File: src/rtl/cla_pipe_adder.sv
// Pipelined carry-lookahead adder: WIDTH-bit add split into STAGES registered slices of GROUP-bit CLA blocks.
// Optional signed-overflow output is enabled by defining CLA_OVF_EN.
module cla_pipe_adder #(
    parameter int WIDTH  = 32,
    parameter int GROUP  = 4,
    parameter int STAGES = 2
) (
    input  logic             clk,
    input  logic             rst,
    input  logic             in_valid,
    output logic             in_ready,
    input  logic [WIDTH-1:0] a,
    input  logic [WIDTH-1:0] b,
    input  logic             c_in,
    output logic             out_valid,
    input  logic             out_ready,
    output logic [WIDTH-1:0] sum,
    output logic             c_out
`ifdef CLA_OVF_EN
    ,
    output logic             ovf
`endif
);

    localparam int NSTG  = (STAGES < 1) ? 1 : STAGES;
    localparam int SLICE = WIDTH / NSTG;
    localparam int NGRP  = SLICE / GROUP;
    localparam int LAST  = NSTG - 1;

    if (STAGES < 1 || (WIDTH % (NSTG * GROUP)) != 0) begin : g_cfg_err
        $error("cla_pipe_adder: WIDTH must be a multiple of STAGES*GROUP and STAGES >= 1");
    end

    // Carry into bit i of a group, fully expanded from generate/propagate terms.
    function automatic logic la_carry(input logic [GROUP-1:0] g, input logic [GROUP-1:0] p,
                                      input logic cin, input int i);
        logic cc;
        logic t;
        cc = cin;
        for (int j = 0; j < i; j++) cc = cc & p[j];
        for (int j = 0; j < i; j++) begin
            t = g[j];
            for (int m = j + 1; m < i; m++) t = t & p[m];
            cc = cc | t;
        end
        return cc;
    endfunction

    // One slice: lookahead inside each group, group carries rippled between groups.
    function automatic logic [SLICE:0] cla_add(input logic [SLICE-1:0] x, input logic [SLICE-1:0] y,
                                               input logic ci);
        logic [SLICE:0]   r;
        logic [GROUP-1:0] g;
        logic [GROUP-1:0] p;
        logic             gc;
        r  = '0;
        gc = ci;
        for (int gi = 0; gi < NGRP; gi++) begin
            g = x[gi*GROUP +: GROUP] & y[gi*GROUP +: GROUP];
            p = x[gi*GROUP +: GROUP] ^ y[gi*GROUP +: GROUP];
            for (int i = 0; i < GROUP; i++) r[gi*GROUP + i] = p[i] ^ la_carry(g, p, gc, i);
            gc = la_carry(g, p, gc, GROUP);
        end
        r[SLICE] = gc;
        return r;
    endfunction

    logic             adv;
    logic [WIDTH-1:0] a_src [NSTG];
    logic [WIDTH-1:0] b_src [NSTG];
    logic [WIDTH-1:0] s_src [NSTG];
    logic             c_src [NSTG];
    logic             v_src [NSTG];
    logic [WIDTH-1:0] s_nx  [NSTG];
    logic             c_nx  [NSTG];
    logic [WIDTH-1:0] a_p   [NSTG];
    logic [WIDTH-1:0] b_p   [NSTG];
    logic [WIDTH-1:0] s_p   [NSTG];
    logic             c_p   [NSTG];
    logic             vld_p [NSTG];

    // Stall-all: the whole pipe moves only when the output slot can be vacated.
    assign adv      = !out_valid | out_ready;
    assign in_ready = adv;

    always_comb begin
        a_src[0] = a;
        b_src[0] = b;
        s_src[0] = '0;
        c_src[0] = c_in;
        v_src[0] = in_valid & in_ready;
        for (int k = 1; k < NSTG; k++) begin
            a_src[k] = a_p[k-1];
            b_src[k] = b_p[k-1];
            s_src[k] = s_p[k-1];
            c_src[k] = c_p[k-1];
            v_src[k] = vld_p[k-1];
        end
        for (int k = 0; k < NSTG; k++) begin
            s_nx[k] = s_src[k];
            {c_nx[k], s_nx[k][k*SLICE +: SLICE]} =
                cla_add(a_src[k][k*SLICE +: SLICE], b_src[k][k*SLICE +: SLICE], c_src[k]);
        end
    end

    // Stage boundary: every slice result, its carry and the pending operand bits.
    always_ff @(posedge clk or posedge rst) begin
        if (rst) begin
            for (int k = 0; k < NSTG; k++) begin
                vld_p[k] <= 1'b0;
                a_p[k]   <= '0;
                b_p[k]   <= '0;
                s_p[k]   <= '0;
                c_p[k]   <= 1'b0;
            end
        end else if (adv) begin
            for (int k = 0; k < NSTG; k++) begin
                vld_p[k] <= v_src[k];
                a_p[k]   <= a_src[k];
                b_p[k]   <= b_src[k];
                s_p[k]   <= s_nx[k];
                c_p[k]   <= c_nx[k];
            end
        end
    end

    assign out_valid = vld_p[LAST];
    assign sum       = s_p[LAST];
    assign c_out     = c_p[LAST];

`ifdef CLA_OVF_EN
    logic ovf_nx;
    logic ovf_p;

    assign ovf_nx = (a_src[LAST][WIDTH-1] == b_src[LAST][WIDTH-1]) &
                    (s_nx[LAST][WIDTH-1] != a_src[LAST][WIDTH-1]);

    // Stage boundary: overflow flag registered alongside the final sum.
    always_ff @(posedge clk or posedge rst) begin
        if (rst) ovf_p <= 1'b0;
        else if (adv) ovf_p <= ovf_nx;
    end

    assign ovf = ovf_p;
`endif

endmodule

File: config.mk
export PLATFORM = sky130hd
export DESIGN_NAME = cla_pipe_adder
export DESIGN_NICKNAME = d
export VERILOG_FILES = /design/src/rtl/cla_pipe_adder.sv
export SDC_FILE = /design/constraint.sdc
export NUM_CORES = 1
export LEC_CHECK = 0
export BUFFER_PORTS_ARGS = -buffer_cell sky130_fd_sc_hd__buf_2
export CAP_MARGIN = 20
export CORE_AREA = 5 5 141 103
export CTS_CLUSTER_DIAMETER = 50
export CTS_CLUSTER_SIZE = 14
export DETAILED_ROUTE_END_ITERATION = 10
export DIE_AREA = 0 0 146 108
export SLEW_MARGIN = 15
export SYNTH_ARGS = -nofsm -noshare
export SYNTH_HDL_FRONTEND = slang
export SYNTH_SLANG_ARGS = --single-unit
File: constraint.sdc
create_clock -name clk -period 9.8 [get_ports clk]
set_clock_uncertainty 0.15 [all_clocks]
set_input_delay 0.49 -clock clk [delete_from_list [all_inputs] [get_ports clk]]
set_output_delay 0.49 -clock clk [all_outputs]
set_load 0.005 [all_outputs]
==> flow_summary.toml <==
[drt]
routedWlPerCell_um = 12.9
drc = 0
dr.pass1.iters = 4
drt_iter0_drc = 128
met2_length_um = 4250
wl_met1_um = 4720
top_layer = "met4"
routed_wl_um = 9440
vias = 3374
routed_via_density = 4.63
drtAntennaViolNets = 0
dr_wl_met3_um = 418

[setup_path]
slowest_stage = "dfrtp_1"
worstPathArrival_ns = 4.52
r2r_end = "c_out$_DFFE_PP0N_"
cp.required_ns = 9.86
r2r-start = "a_p[48]$_DFFE_PP0N_"
cp_common_cell = "ha_1"
reg2reg_depth = 17
worst_setup_path_start_kind = "flip-flop"
cpPeakStageDelay_ns = 0.38
crit_fanout = 3
rrSetupSlack_ns = 5.34
critical_path.cell_chain = "ha_1 > ha_1 > o211ai_1 > a21oi_1 > or2_2 > ha_1 > o211ai_1 > a21oi_1 > or2_2 > ha_1 > o211ai_1 > a21oi_1 > or2_2 > ha_1 > o211a_1 > o21a_1 > o31a_1"
critPathCaptureType = "flip-flop"
crit_type = "flip-flop to flip-flop"

[yosys]
synth.net_count = 579
synth-async-reset-ratio_pct = 100
synth_area_sq_um = 4440
ys_ff_latch = 84
avgSynthCellArea_sq_um = 9.60
ys_seq_area_share_pct = 47.4
synth_common_cells = "178 x nand2_1, 84 x dfrtp_1, 40 x ha_1"
yosysTopAreaCell = "dfrtp_1"
synth_edf_count = 0
syn_inst = 462
synthTopCellsByArea = "dfrtp_1 47%, nand2_1 15%, ha_1 11%"
ys_types = 27
yosys_warnings = 0
synth_flop_cell = "dfrtp_1"
synth_most_common_cell = "nand2_1"
synth_top_area_share_pct = 47.4

[cts]
cts_hold_buffers = 0
cts.sinks = 84
cts_buffer_depth = 2
cts_inserted_buffers = 9
postCtsSetupBuffers = 0
cts.clk_slew.worst_paths_ns = 0.06
cts.htree.levels = 3
clock_latency_ns = 0.33
cts-resized-gates = 0
root_buffer = "clkbuf_16"
tritoncts = "yes"

[placed_design]
placed_area_sq_um = 5030
portBuffers = 103
hpwl_um = 6710
place.gp.congestion = 0.756
place_inst = 714

[timing]
setup_viol = 0
hold_ws_ns = 0.207
drv_slew = 0
final.setup.tns_ns = 0
fin_crit_ns = 4.46
worstMarginPinSlew_ns = 0.984
fmax_mhz = 224
hold_violations = 0
grt_setup_unrepaired = "false"
fin_crit_sh_pct = 45.5
max_slew_margin_pct = 34.4

[grt]
grtUsageTotal_pct = 12.2
grt_max_degree = 97
antenna_found_initial = 0
overflow = 0
grt_pass1_wl_um = 15900
grt_pass1_vias = 3355

[flow_run]
drv_cap = 0

[floorplan]
core_area_sq_um = 12900
die_area_sq_um = 15800
num_rows = 35
io_pins = 104
start_util_pct = 34.3
die_w_um = 146
die_h_um = 108

[final_layout]
area_delta_synth_final_pct = 20.1
num-nets-final = 676
fin_area_sq_um = 5330
stdcell_count = 729
diodes = 0
layout-drive-gt1-share_pct = 23.8

[power]
ir_drop_mv = 0.0806
power.total_mw = 1.10
p_per_area_nw_per_um2 = 207
p_leak_nw = 2.77

[min_path]
min_to = "b_p[49]$_DFFE_PP0N_"
hold_depth = 3
hold_class = "input pin to flip-flop"
hold_start = "b[17]"

[run_status]
status = "finished, final reports clean"
worst max-delay path by stage:
stage	endpoint	from	slack [ns]	depth (start not counted)
after floorplan	c_p[1]$_DFFE_PP0N_	a[0]	5.57	17
after global placement	c_p[1]$_DFFE_PP0N_	a[0]	5.23	18
after detailed placement	s_nx[15]$_DFFE_PP0N_	a[0]	5.17	18
after CTS	c_out$_DFFE_PP0N_	a_p[48]$_DFFE_PP0N_	5.33	17
after global routing	c_out$_DFFE_PP0N_	a_p[48]$_DFFE_PP0N_	5.01	17
final	c_out$_DFFE_PP0N_	a_p[48]$_DFFE_PP0N_	5.34	17
state kept, by name (all words and copies together) (netlist names):
signal and cells:
sum 32, out_valid 1, c_out 1, b_p 16, s_nx 16, a_p 16
c_p 1, v_src 1
metrics by stage:
stage	util (%)	worst slack [ns]
3_5_place_dp	39.0	5.17
6_report	41.2	5.34
4_1_cts	41.2	5.33
5_1_grt	41.2	5.01
2_1_floorplan	-	5.57
3_3_place_gp	39.0	5.23
per-layer routing:
metal / vias up / GRT usage, %
met5: - / 0
met4: 0 / 2.75
met3: 6 / 3.98
met2: 65 / 19.4
met1: 1575 / 16.5
li1: 1728 / -
placed cells by master (no fill, tap or decap), drive strengths merged, types with 6 or more instances in the layout:
cell	netlist	layout
a211oi	6	6
a21oi	16	16
buf	19	105
clkbuf	0	11
dfrtp	84	84
fa	8	8
ha	40	40
inv	14	13
nand2	178	178
nand4	6	6
nor2	10	10
nor3	10	10
nor3b	6	6
o211ai	6	6
o21a	18	18
o21ai	8	8
o31ai	10	10
or2	6	6
xnor2	6	6
worst max-delay path: cells and delay by family (launching register included):
kind | cells | cell delay (ns)
AOI/OAI and AO/OA | 9 | 1.76
adders and majority gates | 5 | 1.13
DFF | 1 | 0.38
and+or+nand+nor | 3 | 0.94
cell type report:
| class | count | area (sq um) |
|---|---|---|
| fill | 1290 | 7590 |
| multi-input combinational | 345 | 2140 |
| sequential | 84 | 2100 |
| timing repair buffer | 105 | 534 |
| clock buffer | 11 | 243 |
| tap | 166 | 208 |
| inverter | 14 | 56.3 |
| clock inverter | 4 | 50.0 |
power breakdown:
group	internal [mW]	total (mW)	switching [mW]
combinational	0.136	0.291	0.155
sequential	0.429	0.478	0.0482
clock	0.203	0.335	0.132
cells by family after synthesis:
family / count (synthesis) / synth area share (%)
AO/OA/AOI/OAI: 70 / 10.7
AND/OR/NAND/NOR: 219 / 21.0
buffers and inverters: 33 / 4.48
flip-flops: 84 / 47.4
adder cells (fa/ha/maj): 48 / 14.9
XOR/XNOR: 8 / 1.58
Power figures use the tool's default switching activity.
